$ cat src/rtl/nd_mem_arbiter_if.sv
// Request/grant and memory-strobe bundle shared by the nd memory arbiter and its requesters.
interface nd_mem_arbiter_if #(
  parameter int unsigned a  = 16,
  parameter int unsigned lw = 16
);

  logic [2:0]      req;
  logic [2:0]      wr;
  logic [3*a-1:0]  base;
  logic [3*lw-1:0] len;
  logic [2:0]      gnt;
  logic            busy;
  logic [a-1:0]    nd_addr;
  logic [7:0]      nd_we;
  logic            e_nd;
  logic            dtb;
  logic            rd_valid;
  logic            rd_last;
  logic [2:0]      done;

  // Requester side: raises requests, observes grant and memory strobes.
  modport master (
    output req, wr, base, len,
    input  gnt, busy, nd_addr, nd_we, e_nd, dtb, rd_valid, rd_last, done
  );

  // Arbiter side: samples requests, drives grant and memory strobes.
  modport slave (
    input  req, wr, base, len,
    output gnt, busy, nd_addr, nd_we, e_nd, dtb, rd_valid, rd_last, done
  );

endinterface

$ cat src/rtl/nd_mem_arbiter.sv
// Round-robin arbiter and burst sequencer for the single-port nd memory.
// One requester at a time gets a non-preemptible burst of consecutive
// addresses; read data is flagged one cycle after each read beat.
module nd_mem_arbiter #(
  parameter int unsigned a  = 16,
  parameter int unsigned lw = 16
) (
  input logic              clk,
  input logic              rst,
  nd_mem_arbiter_if.slave  bus
);

  localparam int unsigned NREQ = 3;

  typedef enum logic [1:0] {
    IDLE  = 2'd0,
    BURST = 2'd1,
    DRAIN = 2'd2,
    DONE  = 2'd3
  } state_t;

  state_t            state_q, state_d;
  logic [NREQ-1:0]   gnt_q, gnt_d;
  logic [1:0]        own_q, own_d;
  logic              wr_q, wr_d;
  logic [a-1:0]      addr_q, addr_d;
  logic [lw-1:0]     cnt_q, cnt_d;
  logic [7:0]        we_q, we_d;
  logic              e_nd_q, e_nd_d;
  logic              dtb_q, dtb_d;
  logic              rv_q, rv_d;
  logic              rl_q, rl_d;
  logic [NREQ-1:0]   done_q, done_d;
  logic [1:0]        last_q, last_d;
  logic [NREQ-1:0]   mask_q, mask_d;
  logic              busy_q, busy_d;

  logic [NREQ-1:0]   elig;
  logic              found;
  logic [1:0]        win;
  logic [1:0]        probe;
  logic [a-1:0]      sel_base;
  logic [lw-1:0]     sel_len;
  logic              sel_wr;

  // Round-robin search starting one past the last served requester.
  always_comb begin
    elig  = bus.req & ~mask_q;
    found = 1'b0;
    win   = 2'd0;
    probe = 2'd0;
    for (int k = 1; k <= int'(NREQ); k++) begin
      probe = 2'((int'(last_q) + k) % int'(NREQ));
      if (!found && elig[probe]) begin
        found = 1'b1;
        win   = probe;
      end
    end
  end

  // Select the winning requester's burst descriptor.
  always_comb begin
    sel_base = bus.base[0 +: a];
    sel_len  = bus.len[0 +: lw];
    sel_wr   = bus.wr[0];
    case (win)
      2'd1: begin
        sel_base = bus.base[a +: a];
        sel_len  = bus.len[lw +: lw];
        sel_wr   = bus.wr[1];
      end
      2'd2: begin
        sel_base = bus.base[2*a +: a];
        sel_len  = bus.len[2*lw +: lw];
        sel_wr   = bus.wr[2];
      end
      default: ;
    endcase
  end

  // Next-state and next-output logic; strobes are computed one cycle ahead.
  always_comb begin
    state_d = state_q;
    gnt_d   = gnt_q;
    own_d   = own_q;
    wr_d    = wr_q;
    addr_d  = addr_q;
    cnt_d   = cnt_q;
    we_d    = 8'h00;
    e_nd_d  = 1'b0;
    dtb_d   = 1'b0;
    rv_d    = e_nd_q;
    rl_d    = 1'b0;
    done_d  = '0;
    last_d  = last_q;
    mask_d  = mask_q;

    case (state_q)
      IDLE: begin
        mask_d = '0;
        if (found) begin
          own_d = win;
          wr_d  = sel_wr;
          if (sel_len == '0) begin
            state_d = DONE;
            gnt_d   = '0;
            addr_d  = '0;
            done_d  = 3'b001 << win;
          end else begin
            state_d = BURST;
            gnt_d   = 3'b001 << win;
            addr_d  = sel_base;
            cnt_d   = sel_len - lw'(1);
            we_d    = sel_wr ? 8'hFF : 8'h00;
            e_nd_d  = ~sel_wr;
            dtb_d   = sel_wr;
          end
        end
      end
      BURST: begin
        if (cnt_q != '0) begin
          addr_d = addr_q + a'(1);
          cnt_d  = cnt_q - lw'(1);
          we_d   = wr_q ? 8'hFF : 8'h00;
          e_nd_d = ~wr_q;
          dtb_d  = wr_q;
        end else begin
          addr_d = '0;
          rl_d   = ~wr_q;
          if (wr_q) begin
            state_d = DONE;
            gnt_d   = '0;
            done_d  = 3'b001 << own_q;
          end else begin
            state_d = DRAIN;
          end
        end
      end
      DRAIN: begin
        state_d = DONE;
        gnt_d   = '0;
        done_d  = 3'b001 << own_q;
      end
      DONE: begin
        state_d = IDLE;
        last_d  = own_q;
        mask_d  = 3'b001 << own_q;
      end
      default: state_d = IDLE;
    endcase

    busy_d = (state_d != IDLE);
  end

  // State and output registers with synchronous active-low reset.
  always_ff @(posedge clk) begin
    if (!rst) begin
      state_q <= IDLE;
      gnt_q   <= '0;
      own_q   <= 2'd0;
      wr_q    <= 1'b0;
      addr_q  <= '0;
      cnt_q   <= '0;
      we_q    <= 8'h00;
      e_nd_q  <= 1'b0;
      dtb_q   <= 1'b0;
      rv_q    <= 1'b0;
      rl_q    <= 1'b0;
      done_q  <= '0;
      last_q  <= 2'd2;
      mask_q  <= '0;
      busy_q  <= 1'b0;
    end else begin
      state_q <= state_d;
      gnt_q   <= gnt_d;
      own_q   <= own_d;
      wr_q    <= wr_d;
      addr_q  <= addr_d;
      cnt_q   <= cnt_d;
      we_q    <= we_d;
      e_nd_q  <= e_nd_d;
      dtb_q   <= dtb_d;
      rv_q    <= rv_d;
      rl_q    <= rl_d;
      done_q  <= done_d;
      last_q  <= last_d;
      mask_q  <= mask_d;
      busy_q  <= busy_d;
    end
  end

  assign bus.gnt      = gnt_q;
  assign bus.busy     = busy_q;
  assign bus.nd_addr  = addr_q;
  assign bus.nd_we    = we_q;
  assign bus.e_nd     = e_nd_q;
  assign bus.dtb      = dtb_q;
  assign bus.rd_valid = rv_q;
  assign bus.rd_last  = rl_q;
  assign bus.done     = done_q;

endmodule

$ cat src/flat_wrapper.sv
// flat-port wrapper written by rule: the top's interface ports become plain ports
module nd_mem_arbiter_flat 
#(
  parameter int unsigned a  = 16,
  parameter int unsigned lw = 16
)
  (clk, rst, bus_req, bus_wr, bus_base, bus_len, bus_gnt, bus_busy, bus_nd_addr, bus_nd_we, bus_e_nd, bus_dtb, bus_rd_valid, bus_rd_last, bus_done);
  nd_mem_arbiter_if #(.a(a), .lw(lw)) bus_i ();
  input logic clk;
  input logic rst;
  input wire logic [$bits(bus_i.req)-1:0] bus_req;
  input wire logic [$bits(bus_i.wr)-1:0] bus_wr;
  input wire logic [$bits(bus_i.base)-1:0] bus_base;
  input wire logic [$bits(bus_i.len)-1:0] bus_len;
  output wire logic [$bits(bus_i.gnt)-1:0] bus_gnt;
  output wire logic [$bits(bus_i.busy)-1:0] bus_busy;
  output wire logic [$bits(bus_i.nd_addr)-1:0] bus_nd_addr;
  output wire logic [$bits(bus_i.nd_we)-1:0] bus_nd_we;
  output wire logic [$bits(bus_i.e_nd)-1:0] bus_e_nd;
  output wire logic [$bits(bus_i.dtb)-1:0] bus_dtb;
  output wire logic [$bits(bus_i.rd_valid)-1:0] bus_rd_valid;
  output wire logic [$bits(bus_i.rd_last)-1:0] bus_rd_last;
  output wire logic [$bits(bus_i.done)-1:0] bus_done;
  assign bus_i.req = bus_req;
  assign bus_i.wr = bus_wr;
  assign bus_i.base = bus_base;
  assign bus_i.len = bus_len;
  assign bus_gnt = bus_i.gnt;
  assign bus_busy = bus_i.busy;
  assign bus_nd_addr = bus_i.nd_addr;
  assign bus_nd_we = bus_i.nd_we;
  assign bus_e_nd = bus_i.e_nd;
  assign bus_dtb = bus_i.dtb;
  assign bus_rd_valid = bus_i.rd_valid;
  assign bus_rd_last = bus_i.rd_last;
  assign bus_done = bus_i.done;
  nd_mem_arbiter #(.a(a), .lw(lw)) u_core (.clk(clk), .rst(rst), .bus(bus_i));
endmodule
$ cat config.mk
export PLATFORM = sky130hd
export DESIGN_NAME = nd_mem_arbiter_flat
export DESIGN_NICKNAME = d
export VERILOG_FILES = /design/src/rtl/nd_mem_arbiter_if.sv /design/src/rtl/nd_mem_arbiter.sv /design/src/flat_wrapper.sv
export SDC_FILE = /design/constraint.sdc
export NUM_CORES = 1
export LEC_CHECK = 0
export CAP_MARGIN = 20
export CORE_UTILIZATION = 42
export DETAILED_ROUTE_END_ITERATION = 12
export PLACE_DENSITY = 0.86
export SLEW_MARGIN = 20
export SYNTH_ARGS = -nofsm -noshare
export SYNTH_HDL_FRONTEND = slang
export SYNTH_SLANG_ARGS = --single-unit
$ cat constraint.sdc
create_clock -name clk -period 4.45 [get_ports clk]
set_input_delay 0.89 -clock clk [delete_from_list [all_inputs] [get_ports clk]]
set_output_delay 0.89 -clock clk [all_outputs]
set_load 0.02 [all_outputs]
Word-level counts from Yosys, hierarchy flattened --
Cells that the tools add are included.
Cells by class: add/sub/neg operators 6, div/mod/pow operators 3, $lt $le $gt $ge 3, equality and inequality tests 10, shift operators 2, multiplexer cells 53, bitwise gates (word level) 6, reductions and logical operators 16
Operators with widths (count):
- $pmux W16 S2 | 4
- $mod A32 B3 Y32 const B | 3
- $mux W16 | 6
- $mux W8 | 5
- $sub A16 B1 Y16 const B | 2
- $mux W3 | 8
- $pmux W3 S3 | 2
- $add A16 B1 Y16 const B | 1
- $logic_not A16 Y1 | 1
- $pmux W8 S2 | 1
- $reduce_bool A16 Y1 | 1
- $mux W1 | 13
- $mux W2 | 6
- $lt A2 B3 Y1 const B | 3
- $pmux W2 S4 | 1
- $reduce_and A4 Y1 | 2
- $add A2 B2 Y3 const B | 2
- $bmux W1 S2 | 3
- $eq A2 B2 Y1 const B | 3
- $ne A2 B1 Y1 const B | 3
- $pmux W1 S2 | 3
- $pmux W3 S2 | 1
- $reduce_bool A2 Y1 | 3
- $shl A1 B2 Y3 const A | 2
- other kinds (12) | 20
Storage, ports and cells: flip-flop bits (word level) 61, input port bits 104, output and inout bits 35, word-level logic and storage cells 114

Depth between registers and ports, before layout --
Gate-level depths: netlist of the first run.
depth after elaboration 18, mapped depth 21, gate-level depth less buffers 19

Worst setup path after synthesis of the first run --
Ideal clock, no wire load.
path type input-to-reg, from in bus_req[0], to reg u_core.cnt_q[10], setup time 0.132 ns, arrival time 4.355 ns, data required time 4.318 ns, slack -0.038 ns, cell stages on the path 19, buffers on the path 2, cells stage by stage or3b_1 > a21boi_0 > o221a_2 > nor3b_1 > o21ai_0 > inv_1 > ha_1 > buf_6 > buf_6 > a22oi_1 > a21oi_1 > mux2i_1 > ha_1 > o211ai_1 > nor3_4 > nand3_1 > and3_1 > a211oi_1 > a21oi_1
Between the ends: word-level cells in the longest chain between the ends 16, elaborated cells between the ends (all ways) 28, those cells by class add/sub (1); eq/ne (4); mux (16); bitwise (1); reduce/logical (6)
Ends and longest elaborated chain:
- from (decl) | RTL line flat_wrapper.sv:11 | input wire logic [$bits(bus_i.req)-1:0] bus_req;
- $and A3 B3 Y3 * | RTL line nd_mem_arbiter.sv:48 | elig = bus.req & ~mask_q;
- $bmux W1 S2 | RTL line nd_mem_arbiter.sv:54 | if (!found && elig[probe]) begin
- $mux W1 (implied by the code) | RTL line nd_mem_arbiter.sv:54
- $mux W1 | RTL line nd_mem_arbiter.sv:54
- $logic_not A1 Y1 | RTL line nd_mem_arbiter.sv:54
- $logic_and A1 B1 Y1 | RTL line nd_mem_arbiter.sv:54
- $mux W1 | RTL line nd_mem_arbiter.sv:54
- $logic_not A1 Y1 | RTL line nd_mem_arbiter.sv:54
- $logic_and A1 B1 Y1 | RTL line nd_mem_arbiter.sv:54
- $mux W2 * | RTL line nd_mem_arbiter.sv:54
- net u_core.win[0] | RTL line nd_mem_arbiter.sv:40 | logic [1:0] win;
- $eq A2 B2 Y1 or $eq A2 B1 Y1 (tied branches) | RTL line nd_mem_arbiter.sv:66 | case (win)
- $pmux W16 S2 * | RTL line nd_mem_arbiter.sv:66
- $sub A16 B1 Y16 | RTL line nd_mem_arbiter.sv:113 | cnt_d = sel_len - lw'(1);
- $mux W16 | RTL line nd_mem_arbiter.sv:104 | if (sel_len == '0) begin
- $mux W16 | RTL line nd_mem_arbiter.sv:101 | if (found) begin
- $pmux W16 S2 | RTL line nd_mem_arbiter.sv:98 | case (state_q)
- to (signal assigned) | RTL line nd_mem_arbiter.sv:179 | cnt_q <= cnt_d;
- to (decl) | RTL line nd_mem_arbiter.sv:27 | logic [lw-1:0] cnt_q, cnt_d;
Mark *: on every way through the listed nets, which the timed path passes. The rest lies on a longest branch. The select of a mux whose other input is x is not followed. A chain may end at the register's enable or synchronous reset.

Worst setup path in the final report of the first run --
from in bus_req[1], to reg u_core.cnt_q[15]
The elaborated chain is that of the path after synthesis.

==> impl_metrics.ini, run 1 <==
[logic_synthesis]
synthTopCellsByArea = dfxtp_1 (26%), a21oi_1 (8.4%), nor2_1 (6.3%), nand2_1 (4.6%), a22oi_1 (4.4%)
syn_avg_cell_area_um2 = 7.37
syn_inst = 553
synth_top_family_by_area = compound AO/OA/AOI/OAI gates
async_flop_share = 0
synth_seq_cells = 53
syn_nets = 670
synth_xor_area_frac = 0.0193
synth_compound_area_frac = 0.341
synth.largest_area_cell = dfxtp_1
dominantRegCellSynth = dfxtp_1
synth-seq-area-share = 0.260
synth_top_area_share = 0.260
synth_mux_area_frac = 0.0203
synth.distinct_cells = 72
synthSimpleGateAreaFrac = 0.245
synth_edf_count = 0
yosysWarnings = 0
netlist_area_mm2 = 0.00408
synthAdderAreaFrac = 0.0399

[critical_path]
crit_path_max_fanout = 6
criticalPathCategory = input port to flop
arrival_ns = 4.52
endpoint_kind = flop
required_ns = 4.67
start_kind = input port

[routing]
wire_per_inst_um = 17.3
via_count = 5100
ant_nets = 0
first_iter_violations = 377
vias_per_cell = 5.92
drt-total-wl_mm = 14.9
first_pass_iters = 5
drc_errors = 0

[sta]
fin_ws_ns = 0.155
fin_setup_tns_ns = 0
clock.fmax_ghz = 0.233
setup_viol = 0
hold_ws_ns = 0.474
post-route-period-util = 0.965
worst_slew_pin_slew_ns = 0.786
min_period_ns = 4.29
slew_headroom = 0.474
skew_ns = 0.00677
hold_violations = 0
drv_slew = 0

[power]
p_comb_frac = 0.531
power_mw = 2.00
p_leak_nw = 2.37
p_int_mw = 1.18
pwr-share-clk = 0.155
p_per_area_mw_per_mm2 = 317
sw_frac_of_total = 0.409
power_frac_seq = 0.314
vdd_drop_max_v = 0.000237
p_switching_uw = 817

[global_route]
gr-usage-met3 = 0.0465
grt_antenna_before_repair = 0
grt_overflow = 0
grt_max_degree = 43
top_usage_layer = met2
use_met2 = 0.501
grt_usage = 0.278
grt_pass1_wl_mm = 22.7
grt_pass1_vias = 4831
gr-usage-met1 = 0.333

[die]
start_util = 0.437
die_area_mm2 = 0.0101
die_y_um = 101
coreArea_mm2 = 0.00933
fp.dieW_um = 101
fp-row-count = 35
io-pin-count = 139

[cts]
cts.sink_count = 53
holdBufCountCts = 0
clock_path_buffers = 2
numCtsBuffers = 5
clkLatencyLatePin_ns = 0.32
clockRootBuffer = clkbuf_8
path_clk_slew_ns = 0.11
cts_tree = done
cts.htree.levels = 2

[final_layout]
drive_gt1_frac = 0.195
fin_nets = 849
area_growth_pct = 54.7
antenna_cells = 0
final_cells = 862

[place]
dpl.cell_count = 839
gp_congestion = 0.914
dp_hpwl_mm = 10.8
pre_cts_slack_ns = -0.465
portBuffers = 138

[run_status]
status = complete, no violations

[job]
maxCapViolCount = 0

[hold_path]
hold_path_class = flop to flop
worst max-delay path: stages:
cell and delay [ns]:
clkdlybuf4s50_1 0.48, nor2b_1 0.19, a22oi_1 0.11, o221a_2 0.30, nor3b_1 0.14, o21ai_1 0.19, inv_1 0.10, ha_4 0.19
buf_4 0.16, a22oi_2 0.24, a211oi_2 0.12, a2111o_1 0.48, nor3_1 0.30, nand2_1 0.12, nor3_1 0.20, a21oi_1 0.08
a31o_2 0.21
cells in the mapped netlist, drive strengths merged (4+ instances only):
master  instances
a22oi          25
xnor2           6
a211oi          7
nor4            5
nand2          50
a21oi          74
nor2           70
and3            6
inv            14
clkbuf         18
o21ai          35
a221o           7
ha             13
nor2b           4
nor3           20
nand2b          5
or3             5
and2            6
nand3          20
mux2i           6
dfxtp          53
a221oi          4
o211ai         10
buf            26
a31oi          12
flip-flops by register name, summed over array words and instances (netlist names):
signal / flops
u_core.bus.busy: 1
u_core.bus.done: 3
u_core.bus.e_nd: 1
u_core.bus.gnt: 3
u_core.bus.nd_addr: 16
u_core.bus.nd_we: 1
u_core.bus.rd_last: 1
u_core.bus.rd_valid: 1
u_core.cnt_q: 16
u_core.last_q: 2
u_core.mask_q: 3
u_core.own_q: 2
u_core.state_q: 2
u_core.wr_q: 1
power by group through the flow:
stage | Combinational [mW] | Clock [mW] | Sequential [mW]
after detailed placement | 0.948 | 0 | 0.632
after global placement | 0.923 | 0 | 0.627
after floorplan | 0.529 | 0 | 0.655
final | 1.06 | 0.310 | 0.627
after CTS | 0.965 | 0.310 | 0.621
after global routing | 1.14 | 0.328 | 0.636
stage by stage:
| stage | area, um2 | utilization |
|---|---|---|
| after floorplan | 4080 | - |
| after global placement | 5870 | 0.629 |
| after detailed placement | 5870 | 0.629 |
| after CTS | 6030 | 0.646 |
| after global routing | 6300 | 0.676 |
| final | 6300 | 0.676 |
logic make-up after synthesis:
| group | Yosys count |
|---|---|
| simple gates | 205 |
| buf+inv | 59 |
| mux | 8 |
| xor+xnor | 9 |
| flops | 53 |
| fa+ha+maj | 13 |
| compound gates | 206 |
layout by cell type, fill, tap and decap left out, types with 3 or more instances in the layout:
master	n
nand2b_1	5
nand3b_1	3
buf_4	73
or3_1	4
ha_1	10
nor2_2	5
and3_1	6
clkdlybuf4s50_1	137
o21ai_0	32
a211oi_1	4
a22oi_1	17
clkbuf_8	6
and2_1	6
inv_1	14
nor2_1	63
xor2_1	3
a21oi_1	63
nand3_1	19
a31oi_1	11
a211oi_2	3
a22o_1	3
nand2_1	49
nor4_1	3
a21oi_2	10
a221o_1	7
a22oi_2	8
dfxtp_1	53
o21a_1	3
o22ai_1	3
nor3_1	17
o21ai_1	3
o211ai_1	10
mux2i_1	6
xnor2_1	5
area by class of cell:
type,instances,area [um2]
Multi-Input combinational cell,441,2910
Fill cell,750,3020
Clock buffer,6,82.6
Clock inverter,2,16.3
Timing Repair Buffer,216,2020
Sequential cell,53,1060
Tap cell,129,161
Inverter,15,56.3
timing repair:
| action | CTS | global route |
|---|---|---|
| pin swaps | 8 | 17 |
| setup buffers | 2 | 12 |
| endpoints found under the hold margin | 0 | 0 |
| resized for setup | 8 | 40 |
| cloned | 0 | 1 |
| setup endpoints to repair | 24 | 36 |
final timing paths:
| kind | from | endpoint | slack, ns | cells after the start |
|---|---|---|---|---|
| worst max register to register | u_core.last_q[0] | u_core.cnt_q[15] | 0.22 | 18 |
| worst min register to register | u_core.bus.gnt[0] | u_core.bus.gnt[0] | 0.47 | 2 |
| worst max-delay path | bus_req[1] | u_core.cnt_q[15] | 0.16 | 17 |
| worst min-delay path | u_core.bus.gnt[0] | u_core.bus.gnt[0] | 0.47 | 2 |
layer usage:
| metal | part of all wire | wire [um] |
|---|---|---|
| met1 | 0.39 | 5790 |
| met2 | 0.52 | 7740 |
| met3 | 0.069 | 1030 |
| met4 | 0.025 | 379 |
| met5 | 0 | 0 |
(Power assumes the default switching activity.)
==> run 2: changes to the inputs <==
--- a/config.mk
+++ b/config.mk
@@ -6,9 +6,10 @@
 export NUM_CORES = 1
 export LEC_CHECK = 0
 export CAP_MARGIN = 20
-export CORE_UTILIZATION = 42
+export CORE_UTILIZATION = 45
 export DETAILED_ROUTE_END_ITERATION = 12
-export PLACE_DENSITY = 0.86
+export PLACE_DENSITY = 0.87
+export RECOVER_POWER = 25
 export SLEW_MARGIN = 20
 export SYNTH_ARGS = -nofsm -noshare
 export SYNTH_HDL_FRONTEND = slang
==> constraint.sdc (replaced) <==
create_clock -name clk -period 5.1 [get_ports clk]
set_input_delay 1.02 -clock clk [delete_from_list [all_inputs] [get_ports clk]]
set_output_delay 1.02 -clock clk [all_outputs]
set_load 0.02 [all_outputs]
==> impl_metrics.ini, run 2 (synthesized netlist as in run 1, its figures left out) <==
[run_status]
status = complete, no violations

[final_layout]
final_cell_mix = clkdlybuf4s50_1 (118), a21oi_1 (68), nor2_1 (67)
drive_gt1_frac = 0.0897
antenna_cells = 0
utilization = 0.650
final.fill_count = 750
fin_nets = 796
multiInputGateArea_mm2 = 0.00273
area_growth_pct = 39.8
seqCellArea_mm2 = 0.00106
mostFrequentLayoutCell = clkdlybuf4s50_1
final_area_mm2 = 0.00570

[routing]
first_pass_iters = 5
drc_errors = 0
drt-total-wl_mm = 13.1
ant_nets = 0
wire_per_inst_um = 16.7
first_iter_violations = 334
via_count = 4741
vias_per_cell = 6.02

[critical_path]
endpoint_kind = flop
required_ns = 5.26
criticalPathCategory = input port to flop
start_kind = input port
arrival_ns = 4.99
crit_path_max_fanout = 15

[sta]
drv_slew = 0
min_period_ns = 4.83
worst_slew_pin_slew_ns = 1.08
slew_headroom = 0.281
fin_ws_ns = 0.269
hold_violations = 0
clock.fmax_ghz = 0.207
post-route-period-util = 0.947
skew_ns = 0.0106
setup_viol = 0

[global_route]
use_met2 = 0.502
top_usage_layer = met2
grt_antenna_before_repair = 0
gr-usage-met3 = 0.0417
grt_pass1_vias = 4713
gr-usage-met1 = 0.317
grt_pass1_wl_mm = 21.7
grt_overflow = 0
grt_usage = 0.275
grt_max_degree = 43

[power]
p_leak_nw = 2.13
p_per_area_mw_per_mm2 = 279
vdd_drop_max_v = 0.000137

[die]
start_util = 0.465
die_y_um = 97.2
fp-row-count = 34
io-pin-count = 139
fp.dieW_um = 97.2
die_area_mm2 = 0.00944
coreArea_mm2 = 0.00876

[place]
dpl_cell_area_mm2 = 0.00558
gp_congestion = 0.944
portBuffers = 138
pre_cts_slack_ns = -0.184
dp_hpwl_mm = 9.93

[cts]
cts.htree.levels = 2
clkLatencyLatePin_ns = 0.32
clock_path_buffers = 2
clockRootBuffer = clkbuf_8
cts_tree = done
numCtsBuffers = 5
path_clk_slew_ns = 0.10
cts.sink_count = 53

[job]
maxCapViolCount = 0

[hold_path]
hold_path_class = flop to flop
run 2: changes by cell type in the layout (fill, tap and decap cells not counted), moves of 3 or more:
cell | previous run | this run
clkdlybuf4s50_1 | 137 | 118
buf_4 | 73 | 21
dlygate4sd3_1 | 0 | 20
a22oi_1 | 17 | 24
a21oi_2 | 10 | 6
nor2_2 | 5 | 2
a22oi_2 | 8 | 1
a21oi_1 | 63 | 68
nor2_1 | 63 | 67
run 2: area by class of cell:
cell class	count	area share
repair buffers	163	0.284
well taps	108	0.0237
inverters	15	0.00989
clock inverters	2	0.00286
flip-flops and latches	53	0.186
clock buffers	6	0.0145
multi-input cells	441	0.478
run 2: timing repair:
item | CTS | global route
resized for setup | 0 | 4
hold buffers | 0 | 0
endpoints found under the setup margin | 0 | 13
buffers inserted | 0 | 1
run 2: through the flow:
| step | power [mW] | std cells | TNS (ns) | hold slack [ns] |
|---|---|---|---|---|
| 6_report | 1.59 | 788 | 0 | 0.468 |
| 5_1_grt | 1.68 | 788 | -0.0537 | 0.482 |
| 4_1_cts | 1.58 | 787 | 0 | 0.476 |
| 3_5_place_dp | 1.32 | 779 | -0.593 | 0.452 |
| 3_3_place_gp | 1.30 | 779 | 0 | 0.454 |
| 2_1_floorplan | 1.03 | 553 | 0 | 0.441 |
run 2: path summary, 6_finish.rpt:
kind,from,to,slack [ns],cells after the start
max,bus_req[0],u_core.cnt_q[10],0.27,19
min,u_core.bus.gnt[0],u_core.bus.gnt[0],0.47,2
max reg2reg,u_core.last_q[0],u_core.cnt_q[10],0.57,20
min reg2reg,u_core.bus.gnt[0],u_core.bus.gnt[0],0.47,2
run 2: critical path, stage by stage:
cell and delay (ns):
clkdlybuf4s50_1 0.48, or3b_1 0.36, a21boi_0 0.15, o221a_2 0.28, buf_4 0.15, a31oi_1 0.16
nor2b_1 0.09, ha_1 0.24, buf_12 0.17, a22oi_1 0.16, a21oi_1 0.15, mux2i_1 0.18
ha_1 0.20, o211ai_1 0.24, nor3_4 0.31, nand3_2 0.13, and3_1 0.20, a211oi_1 0.21
a21oi_1 0.10
run 2: per-layer routing:
layer,wire [um],part of all wire,vias to the layer above
met5,0,0,-
li1,-,-,2286
met3,770,0.059,34
met2,6800,0.52,187
met4,405,0.031,0
met1,5170,0.39,2234
run 2: report_power, final:
part	switching, mW	internal (mW)	total [mW]
Clock	0.152	0.112	0.264
Combinational	0.432	0.350	0.782
Sequential	0.0678	0.476	0.544
Total	0.651	0.939	1.59
